<file path="config.mk">
export PLATFORM = sky130hd
export DESIGN_NAME = if_id_buffer_flat
export DESIGN_NICKNAME = d
export VERILOG_FILES = /design/src/rtl/if_id_buffer_if.sv /design/src/rtl/if_id_buffer.sv /design/src/flat_wrapper.sv
export SDC_FILE = /design/constraint.sdc
export NUM_CORES = 1
export LEC_CHECK = 0
export ABC_AREA = 0
export CAP_MARGIN = 20
export CORE_UTILIZATION = 30
export DETAILED_ROUTE_END_ITERATION = 10
export PLACE_DENSITY = 0.6
export REMOVE_ABC_BUFFERS = 1
export SLEW_MARGIN = 20
export SYNTH_ARGS = -nofsm -noshare
export SYNTH_HDL_FRONTEND = slang
export SYNTH_SLANG_ARGS = --single-unit
export TNS_END_PERCENT = 100
</file>
<file path="constraint.sdc">
create_clock -name clk -period 5.4 [get_ports clk]
set_input_delay 1.08 -clock clk [delete_from_list [all_inputs] [get_ports clk]]
set_output_delay 1.08 -clock clk [all_outputs]
set_load 0.02 [all_outputs]
</file>
<file path="src/rtl/if_id_buffer_if.sv">
// Fetch/decode-facing signal bundle for the IF/ID instruction queue.
// Handshake: an entry moves fetch->queue on a clock edge where inst_valid=1 and full=0
// (and no flush/halt); it moves queue->decode on an edge where valid_out=1 and stall=0
// (and no flush). full and valid_out are registered, so neither side sees a comb path.
interface if_id_buffer_if #(
    parameter int DEPTH = 2
);
    localparam int CW = $clog2(DEPTH) + 1;

    logic [15:0]   inst_in;
    logic [15:0]   pc_inc_in;
    logic          inst_valid;
    logic          flush;
    logic          stall;
    logic [15:0]   inst_out;
    logic [15:0]   pc_inc_out;
    logic          valid_out;
    logic          full;
    logic          halt_seen;
    logic          err;
    logic [CW-1:0] count;

    modport master (
        output inst_in, pc_inc_in, inst_valid, flush, stall,
        input  inst_out, pc_inc_out, valid_out, full, halt_seen, err, count
    );

    modport slave (
        input  inst_in, pc_inc_in, inst_valid, flush, stall,
        output inst_out, pc_inc_out, valid_out, full, halt_seen, err, count
    );
endinterface

</file>
<file path="src/rtl/if_id_buffer.sv">
// First-word-fall-through instruction queue between fetch and decode, with
// flush, halt capture and NOP substitution when empty.
module if_id_buffer #(
    parameter int          DEPTH    = 2,
    parameter logic [15:0] NOP_INST = 16'h0800
) (
    input logic          clk,
    input logic          rst,
    if_id_buffer_if.slave bus
);
    localparam int PW = $clog2(DEPTH);

    logic [31:0]   mem [DEPTH];
    logic [PW-1:0] rd_ptr;
    logic [PW-1:0] wr_ptr;
    logic [PW:0]   count;
    logic          halt_seen;
    logic          err;
    logic          valid;
    logic          full;
    logic          push;
    logic          pop;
    logic          is_halt;

    assign valid   = (count != '0);
    assign full    = (count == (PW+1)'(DEPTH));
    assign is_halt = (bus.inst_in[15:11] == 5'b00000);
    assign push    = bus.inst_valid & ~full & ~bus.flush & ~halt_seen;
    assign pop     = valid & ~bus.stall & ~bus.flush;

    // Storage is deliberately not reset; it is only visible while count != 0.
    always_ff @(posedge clk) begin
        if (push) begin
            mem[wr_ptr] <= {bus.inst_in, bus.pc_inc_in};
        end
    end

    always_ff @(posedge clk or posedge rst) begin
        if (rst) begin
            rd_ptr    <= '0;
            wr_ptr    <= '0;
            count     <= '0;
            halt_seen <= 1'b0;
            err       <= 1'b0;
        end else begin
            if (bus.inst_valid & full & ~bus.flush & ~halt_seen) begin
                err <= 1'b1;
            end
            if (bus.flush) begin
                rd_ptr    <= '0;
                wr_ptr    <= '0;
                count     <= '0;
                halt_seen <= 1'b0;
            end else begin
                if (push) begin
                    wr_ptr <= wr_ptr + PW'(1);
                    if (is_halt) begin
                        halt_seen <= 1'b1;
                    end
                end
                if (pop) begin
                    rd_ptr <= rd_ptr + PW'(1);
                end
                case ({push, pop})
                    2'b10:   count <= count + (PW+1)'(1);
                    2'b01:   count <= count - (PW+1)'(1);
                    default: count <= count;
                endcase
            end
        end
    end

    assign bus.inst_out   = valid ? mem[rd_ptr][31:16] : NOP_INST;
    assign bus.pc_inc_out = valid ? mem[rd_ptr][15:0]  : 16'h0000;
    assign bus.valid_out  = valid;
    assign bus.full       = full;
    assign bus.halt_seen  = halt_seen;
    assign bus.err        = err;
    assign bus.count      = count;
endmodule

</file>
<file path="src/flat_wrapper.sv">
// flat-port wrapper written by rule: the top's interface ports become plain ports
module if_id_buffer_flat 
#(
    parameter int          DEPTH    = 2,
    parameter logic [15:0] NOP_INST = 16'h0800
)
  (clk, rst, bus_inst_in, bus_pc_inc_in, bus_inst_valid, bus_flush, bus_stall, bus_inst_out, bus_pc_inc_out, bus_valid_out, bus_full, bus_halt_seen, bus_err, bus_count);
  if_id_buffer_if #(.DEPTH(DEPTH)) bus_i ();
  input logic clk;
  input logic rst;
  input wire logic [$bits(bus_i.inst_in)-1:0] bus_inst_in;
  input wire logic [$bits(bus_i.pc_inc_in)-1:0] bus_pc_inc_in;
  input wire logic [$bits(bus_i.inst_valid)-1:0] bus_inst_valid;
  input wire logic [$bits(bus_i.flush)-1:0] bus_flush;
  input wire logic [$bits(bus_i.stall)-1:0] bus_stall;
  output wire logic [$bits(bus_i.inst_out)-1:0] bus_inst_out;
  output wire logic [$bits(bus_i.pc_inc_out)-1:0] bus_pc_inc_out;
  output wire logic [$bits(bus_i.valid_out)-1:0] bus_valid_out;
  output wire logic [$bits(bus_i.full)-1:0] bus_full;
  output wire logic [$bits(bus_i.halt_seen)-1:0] bus_halt_seen;
  output wire logic [$bits(bus_i.err)-1:0] bus_err;
  output wire logic [$bits(bus_i.count)-1:0] bus_count;
  assign bus_i.inst_in = bus_inst_in;
  assign bus_i.pc_inc_in = bus_pc_inc_in;
  assign bus_i.inst_valid = bus_inst_valid;
  assign bus_i.flush = bus_flush;
  assign bus_i.stall = bus_stall;
  assign bus_inst_out = bus_i.inst_out;
  assign bus_pc_inc_out = bus_i.pc_inc_out;
  assign bus_valid_out = bus_i.valid_out;
  assign bus_full = bus_i.full;
  assign bus_halt_seen = bus_i.halt_seen;
  assign bus_err = bus_i.err;
  assign bus_count = bus_i.count;
  if_id_buffer #(.DEPTH(DEPTH), .NOP_INST(NOP_INST)) u_core (.clk(clk), .rst(rst), .bus(bus_i));
endmodule
</file>
Word-level counts from Yosys, hierarchy flattened

Memory sizes are Yosys's and may differ from the RTL's.
Cells that the tools add are included.

Register bits after elaboration: 6
Memory bits (writable): 64
Input bits: 37
Output and inout port bits: 38
Word-level logic and storage cells: 45
Memories kept: 1

Add/sub/neg operators: 4
Equality and inequality tests: 3
Mux-type cells: 13
Bitwise operators: 12
Reductions and logical operators: 7

Memory list:

| memory     | words | width | rd ports | clocked after Yosys merged registers in | wr ports | line               | RTL |
|---|---|---|---|---|---|---|---|
| u_core.mem | 2     | 32    | 1        | 0                                       | 1        | if_id_buffer.sv:13 | `logic [31:0] mem [DEPTH];` |

Operators by type and width:

| cell                | count |
|---|---|
| $mux 16             | 2 |
| $mux 1              | 9 |
| $and 1x1->1         | 8 |
| $reduce_bool 2->1   | 4 |
| $logic_not 5->1     | 1 |
| $eq 2x2->1 const B  | 2 |
| $not 1->1           | 4 |
| $pmux 2 s2          | 1 |
| $reduce_bool 3->1   | 1 |
| $add 1x1->1 const B | 2 |
| $add 2x1->2 const B | 1 |
| $eq 2x1->1 const B  | 1 |
| $mux 2              | 1 |
| $reduce_and 2->1    | 1 |
| $sub 2x1->2 const B | 1 |

Logic depth before layout (Yosys ltp)

Gate-level depths: netlist of the first run.

Word-level depth: 8
Depth in mapped cells: 4
Mapped depth without buffers: 4

Worst setup path before layout of the first run

No wires, ideal clock.

Kind: input to register
From: input bus_flush
To: memory u_core.mem[1][0], enable pin
Setup time: 0.513 ns
Data arrival time: 4.685 ns
Data required time: 4.887 ns
Setup slack: 0.202 ns
Stages: 2
Path buffers: 1
Cell sequence: buf_1 -> nor4b_1

Word-level cells in the longest chain between the ends: 5

Ends and longest elaborated chain:

| what                         | line               | RTL |
|---|---|---|
| from (decl)                  | flat_wrapper.sv:14 | `input wire logic [$bits(bus_i.flush)-1:0] bus_flush;` |
| $not 1->1                    | if_id_buffer.sv:28 | `assign push = bus.inst_valid & ~full & ~bus.flush & ~halt_seen;` |
| $and 1x1->1 (2 in a row)     | if_id_buffer.sv:28 |  |
| $mux 1                       | if_id_buffer.sv:33 | `if (push) begin` |
| $mux 1 (not written as such) | if_id_buffer.sv:34 | `mem[wr_ptr] <= {bus.inst_in, bus.pc_inc_in};` |
| to (decl)                    | if_id_buffer.sv:13 |  |

Every way passes these cells.

Final worst setup path of the first run

From: register u_core.rd_ptr
To: output bus_inst_out[1]

Word-level cells in the longest chain between the ends: 2

Ends and longest elaborated chain:

| what                   | line               | RTL |
|---|---|---|
| from (decl)            | if_id_buffer.sv:14 | `logic [PW-1:0] rd_ptr;` |
| from (signal assigned) | if_id_buffer.sv:62 | `rd_ptr <= rd_ptr + PW'(1);` |
| $mem_v2 2x32           | --                 |  |
| $mux 16                | if_id_buffer.sv:73 | `assign bus.inst_out = valid ? mem[rd_ptr][31:16] : NOP_INST;` |
| to (decl)              | flat_wrapper.sv:16 | `output wire logic [$bits(bus_i.inst_out)-1:0] bus_inst_out;` |

Every way passes these cells.

==> run_results.csv, run 1 <==
group,metric,value,unit
cells_and_area,n_antenna_cell,0,
cts,cts.clk_slew.worst_paths,0.07,ns
cts,ctsResizeCount,0,
cells_and_area,finalInstanceArea,0.003786,sq mm
critical_path,cpLargestDelayFamily,"flip-flops",
critical_path,crit_fanout,34,
routing,drt-pass1-iter-count,4,
global_routing,antenna_found_initial,0,
floorplanning,die_y,97.24,microns
cts,clock-sinks,70,
cts,cts-buffers-inserted,9,
critical_path,path_buf_inv,1,
critical_path,cp-start-kind,"flop",
cells_and_area,drive_above_1_share,8.984,%
floorplanning,core,0.008763,sq mm
cts,clock_latency,0.34,ns
routing,wl,5080,microns
floorplanning,ios,75,
floorplanning,dieArea,0.009456,sq mm
yosys,yosys_warnings,0,
routing,viasPerCell,4.538,
place,placed_cells,348,
critical_path,crit_path_start,"u_core.rd_ptr$_DFFE_PP0P_",
yosys,synthFlopType,"edfxtp_1",
sta,finalMaxSlewViolations,0,
place,place_hpwl,3258,microns
routing,post-route-drc-count,0,
yosys,syn_area,0.002721,sq mm
critical_path,crit_chain,"mux2i_1 -> nor2_1 -> clkdlybuf4s50_1",
sta,setup_viol,0,
yosys,syn_inst,172,
sta,setup_tns,0,ns
yosys,synth_area_leaders,"edfxtp_1 71%, mux2i_1 12%, dfrtp_1 5.5%, nor2_1 4.7%, buf_2 0.92%",
critical_path,critPathKind,"flop to output pin",
critical_path,arrival,2.32,ns
global_routing,grt_overflow,0,
global_routing,grt_pass1_vias,1682,
critical_path,max_stage_delay,1.03,ns
sta,rsz0062_at_grt,"no",
routing,vias,1652,
yosys,synth-async-reset-ratio,8.571,%
floorplanning,die-width,97.24,microns
yosys,netlist-cell-type-count,22,
sta,holdWs,0.4809,ns
sta,tightest_slew,1.000,ns
yosys,yosys_register_bits,70,
power,peakVddDrop,0.1338,mV
run_status,status,"complete, no violations",
cells_and_area,final_cell_mix,"74 x clkdlybuf4s50_1, 64 x edfxtp_1, 33 x nor2_1",
sta,max_freq,293.8,MHz
global_routing,track_usage,11.30,%
yosys,seq_area_frac_synth,76.14,%
global_routing,grt_first_pass_wirelength,8052,microns
yosys,yosys.area.top_type_share,70.62,%
yosys,syn_avg_cell_area,15.82,sq um
sta,finClkSkew,0.006675,ns
place,dpl_cell_area,0.003596,sq mm
floorplanning,initial_core_util,31.05,%
sta,slew_headroom,33.31,%
sta,hold_viol_final,0,
cells_and_area,final_nets,288,
critical_path,worstPathRequired,4.32,ns
critical_path,end_kind,"output pin",
cts,root_buffer,"clkbuf_8",
cells_and_area,final_cells,364,
sta,fin_crit_sh,63.03,%
cells_and_area,area_growth,39.13,%
cts,h-tree-depth,3,
cts,postCtsHoldBufs,0,
cts,cts_setup_buffers,0,
critical_path,timing.rr.start,"u_core.bus.count[0]$_DFFE_PP0P_",
critical_path,r2r-end,"u_core.mem[1][4]$_DFFE_PP_",
cts,ctsLongestPathBuffers,2,
cells_and_area,final_common_cell,"clkdlybuf4s50_1",
critical_path,crit_path_top_delay_cell,"dfrtp_2",
min_path,hp-class,"flop to flop",
cts,cts_tree,"done",
yosys,synth_edf_count,64,
place,gp_congestion,0.8162,
floorplanning,std_cell_rows,34,
critical_path,reg2regPathDepth,4,
global_routing,grt_max_degree,35,
routing,detail_route.wl_per_cell,13.96,microns
power,power_density,313.2,mW/mm^2
sta,final.min_clock_period,3.404,ns
critical_path,r2r_setup_slack,3.61,ns
routing,postRouteAntennaNets,0,
place,port_buffers,74,
critical_path,worstSetupPathDepth,3,
critical_path,endpoint,"bus_inst_out[1]",
run,maxCapViolations,0,
power,p_leak,1.257,nW
routing,drtIter0Drc,40,
yosys,yosys.area.top_type,"edfxtp_1",
-- flip-flops by register name, summed over array words and instances (netlist names) --
register              count
u_core.bus.count          2
u_core.bus.err            1
u_core.wr_ptr             1
u_core.rd_ptr             1
u_core.mem               64
u_core.bus.halt_seen      1
-- worst min-delay path, delay by kind of cell (launching register included) --
family | cells | cell delay, ns
DFF | 1 | 0.35
buffers and inverters | 1 | 0.05
AOI/OAI and AO/OA | 1 | 0.05
-- final cells by class --
class	count	area, sq um
Sequential cell	70	2073
Inverter	5	18.77
Timing Repair Buffer	77	763.2
Fill cell	845	4977
Multi-Input combinational cell	88	605.6
Tap cell	108	135.1
Clock buffer	10	127.6
Clock inverter	6	62.56
-- worst min path at each step --
| stage | end | slack [ns] | from | cells past startpoint |
|---|---|---|---|---|
| after CTS | u_core.bus.err$_DFFE_PP0P_ | 0.48 | u_core.bus.err$_DFFE_PP0P_ | 2 |
| after detailed placement | u_core.bus.err$_DFFE_PP0P_ | 0.46 | u_core.bus.err$_DFFE_PP0P_ | 2 |
| after floorplan | u_core.wr_ptr$_DFFE_PP0P_ | 0.53 | u_core.wr_ptr$_DFFE_PP0P_ | 2 |
| after global placement | u_core.bus.err$_DFFE_PP0P_ | 0.46 | u_core.bus.err$_DFFE_PP0P_ | 2 |
| after global routing | u_core.bus.err$_DFFE_PP0P_ | 0.51 | u_core.bus.err$_DFFE_PP0P_ | 2 |
| final | u_core.bus.err$_DFFE_PP0P_ | 0.48 | u_core.bus.err$_DFFE_PP0P_ | 2 |
-- per-stage QoR --
step	power, mW	setup slack, ns	util (%)
final	1.186	1.996	43.20
after global routing	1.238	1.802	43.20
after CTS	1.205	1.919	43.20
after detailed placement	0.8020	2.303	41.03
after global placement	0.7992	2.306	41.03
after floorplan	0.7130	0.2730	-
-- where the power goes --
part           switching (mW)  internal [mW]
clock network           0.188          0.211
registers              0.0155          0.614
logic                  0.0757         0.0818
total                   0.279          0.907
-- kinds of logic (layout without fill, tap and decap cells) --
| kind of cell | count (synthesis) | in the layout | share of synthesized area [%] |
|---|---|---|---|
| muxes | 33 | 33 | 12.18 |
| buffers and inverters | 14 | 98 | 2.160 |
| AOI/OAI and AO/OA | 11 | 11 | 2.391 |
| DFF | 70 | 70 | 76.14 |
| and+or+nand+nor | 44 | 44 | 7.127 |
-- cell usage after synthesis (all sizes together) (2+ instances only) --
| cell type | count |
|---|---|
| dfrtp | 6 |
| clkbuf | 3 |
| mux2i | 32 |
| buf | 6 |
| inv | 5 |
| a21oi | 4 |
| or3 | 2 |
| nand2 | 2 |
| edfxtp | 64 |
| nor2 | 34 |
| nor4b | 2 |
| nand2b | 2 |
| o21ai | 3 |
-- metal layers --
metal	part of all wire [%]	wire length [microns]	global-route usage, %	vias to the layer above
li1	-	-	-	787
met2	50	2522	18.96	57
met3	5.9	300	4.245	7
met5	0	0	0	-
met1	43	2203	12.95	801
met4	1.0	53	4.751	0
Note: power is estimated with default switching activity, not from simulation.
==> run 2, diff against run 1 <==
==> constraint.sdc (replaced) <==
create_clock -name clk -period 3.53 [get_ports clk]
set_input_delay 0.706 -clock clk [delete_from_list [all_inputs] [get_ports clk]]
set_output_delay 0.706 -clock clk [all_outputs]
set_load 0.02 [all_outputs]
==> run_results.csv, run 2 (synthesized netlist as in run 1, its figures left out) <==
group,metric,value,unit
run_status,status,"complete, no violations",
critical_path,crit_path_top_delay_cell,"dfrtp_2",
cts,ctsLongestPathBuffers,2,
cts,h-tree-depth,3,
global_routing,track_usage,11.10,%
global_routing,grt_max_degree,35,
floorplanning,initial_core_util,31.05,%
cells_and_area,drive_above_1_share,8.594,%
routing,detail_route.wl_per_cell,13.96,microns
floorplanning,ios,75,
cts,ctsResizeCount,0,
cts,root_buffer,"clkbuf_8",
sta,final.min_clock_period,3.061,ns
place,gp_congestion,0.7508,
cells_and_area,finalInstanceArea,0.003810,sq mm
routing,wl,5083,microns
floorplanning,std_cell_rows,34,
global_routing,grt_overflow,0,
sta,max_freq,326.7,MHz
cells_and_area,largest_reg_flops,64,
run,maxCapViolations,0,
routing,dr_wl_met3,296,microns
place,placed_cells,348,
routing,wl_met1,2157,microns
cells_and_area,final_common_cell,"clkdlybuf4s50_1",
routing,vias,1609,
cells_and_area,final_cells,364,
floorplanning,die-width,97.24,microns
sta,holdWs,0.4793,ns
critical_path,crit_chain,"mux2i_1 -> nor2_1 -> clkdlybuf4s50_1",
routing,drtIter0Drc,49,
routing,post-route-drc-count,0,
cells_and_area,final_cell_mix,"74 x clkdlybuf4s50_1, 64 x edfxtp_1, 33 x nor2_1",
sta,setup_viol,0,
critical_path,critPathKind,"flop to output pin",
floorplanning,core,0.008763,sq mm
global_routing,antenna_found_initial,0,
cts,clock-sinks,70,
sta,tightest_slew,1.028,ns
global_routing,grt_first_pass_wirelength,7914,microns
min_path,hp-class,"flop to flop",
critical_path,end_kind,"output pin",
sta,slew_headroom,31.45,%
cts,cts-buffers-inserted,9,
critical_path,cp-start-kind,"flop",
power,fin_total_pwr,1.888,mW
sta,fin_crit_sh,86.71,%
power,p_leak,1.277,nW
routing,postRouteAntennaNets,0,
power,power_density,495.6,mW/mm^2
critical_path,worstPathRequired,2.82,ns
cells_and_area,area_growth,40.00,%
critical_path,max_stage_delay,1.05,ns
cells_and_area,reg.largest.list,"u_core.mem (64), u_core.bus.count (2)",
routing,viasPerCell,4.420,
routing,wl_met2,2581,microns
sta,rsz0062_at_grt,"no",
place,dpl_cell_area,0.003596,sq mm
sta,setup_tns,0,ns
cells_and_area,final_nets,288,
cts,cts_setup_buffers,0,
critical_path,crit_fanout,34,
routing,drt-pass1-iter-count,4,
cts,clock_latency,0.34,ns
sta,finClkSkew,0.009256,ns
routing,top_layer,"met4",
cts,cts.clk_slew.worst_paths,0.07,ns
sta,hold_viol_final,0,
floorplanning,die_y,97.24,microns
cts,cts_tree,"done",
cells_and_area,n_antenna_cell,0,
floorplanning,dieArea,0.009456,sq mm
cells_and_area,largest-register,"u_core.mem",
place,port_buffers,74,
cells_and_area,fill_cells,829,
cts,postCtsHoldBufs,0,
critical_path,arrival,2.35,ns
sta,finalMaxSlewViolations,0,
place,place_hpwl,3145,microns
global_routing,grt_pass1_vias,1599,
power,peakVddDrop,0.1972,mV
run 2: routing by layer:
layer / vias to the layer above / global-route usage (%)
li1: 794 / -
met1: 763 / 12.86
met2: 46 / 18.53
met3: 6 / 4.245
met4: 0 / 4.412
met5: - / 0
run 2: cell type report:
cell class                 instances  area (sq um)  share of cell area, %
clock buffer                      10         127.6                  3.350
sequential                        70          2073                  54.42
clock inverter                     6         86.33                  2.266
inverter                           5         18.77                 0.4926
multi-input combinational         88         605.6                  15.89
tap                              108         135.1                  3.547
timing repair buffer              77         763.2                  20.03
run 2: final timing paths:
| check | start | end | slack [ns] | cells after the start |
|---|---|---|---|---|
| setup reg to reg | u_core.bus.count[0]$_DFFE_PP0P_ | u_core.mem[1][6]$_DFFE_PP_ | 1.77 | 4 |
| max in group asynchronous | rst | u_core.rd_ptr$_DFFE_PP0P_ | 2.70 | 2 |
| setup / recovery | u_core.rd_ptr$_DFFE_PP0P_ | bus_inst_out[5] | 0.47 | 3 |
| min in group asynchronous | rst | u_core.bus.count[0]$_DFFE_PP0P_ | 0.60 | 2 |
| hold / removal | u_core.bus.err$_DFFE_PP0P_ | u_core.bus.err$_DFFE_PP0P_ | 0.48 | 2 |
| hold reg to reg | u_core.bus.err$_DFFE_PP0P_ | u_core.bus.err$_DFFE_PP0P_ | 0.48 | 2 |
run 2: report_power, final:
part	switching (mW)	internal [mW]
Clock	0.288	0.397
Sequential	0.0234	0.939
Combinational	0.117	0.125
run 2: metrics by stage:
step / utilization [%] / worst slack [ns]
floorplan: - / -1.223
global placement: 41.03 / 0.8370
detailed placement: 41.03 / 0.8146
CTS: 43.48 / 0.4340
global route: 43.48 / 0.3330
finish: 43.48 / 0.4692
run 2: worst max-delay path, delay by kind of cell, from the launching register on:
kind                   cells  cell delay, ns
buffers and inverters      1            0.62
flip-flops                 1            1.05
multiplexers               1            0.19
AND/OR/NAND/NOR            1            0.15
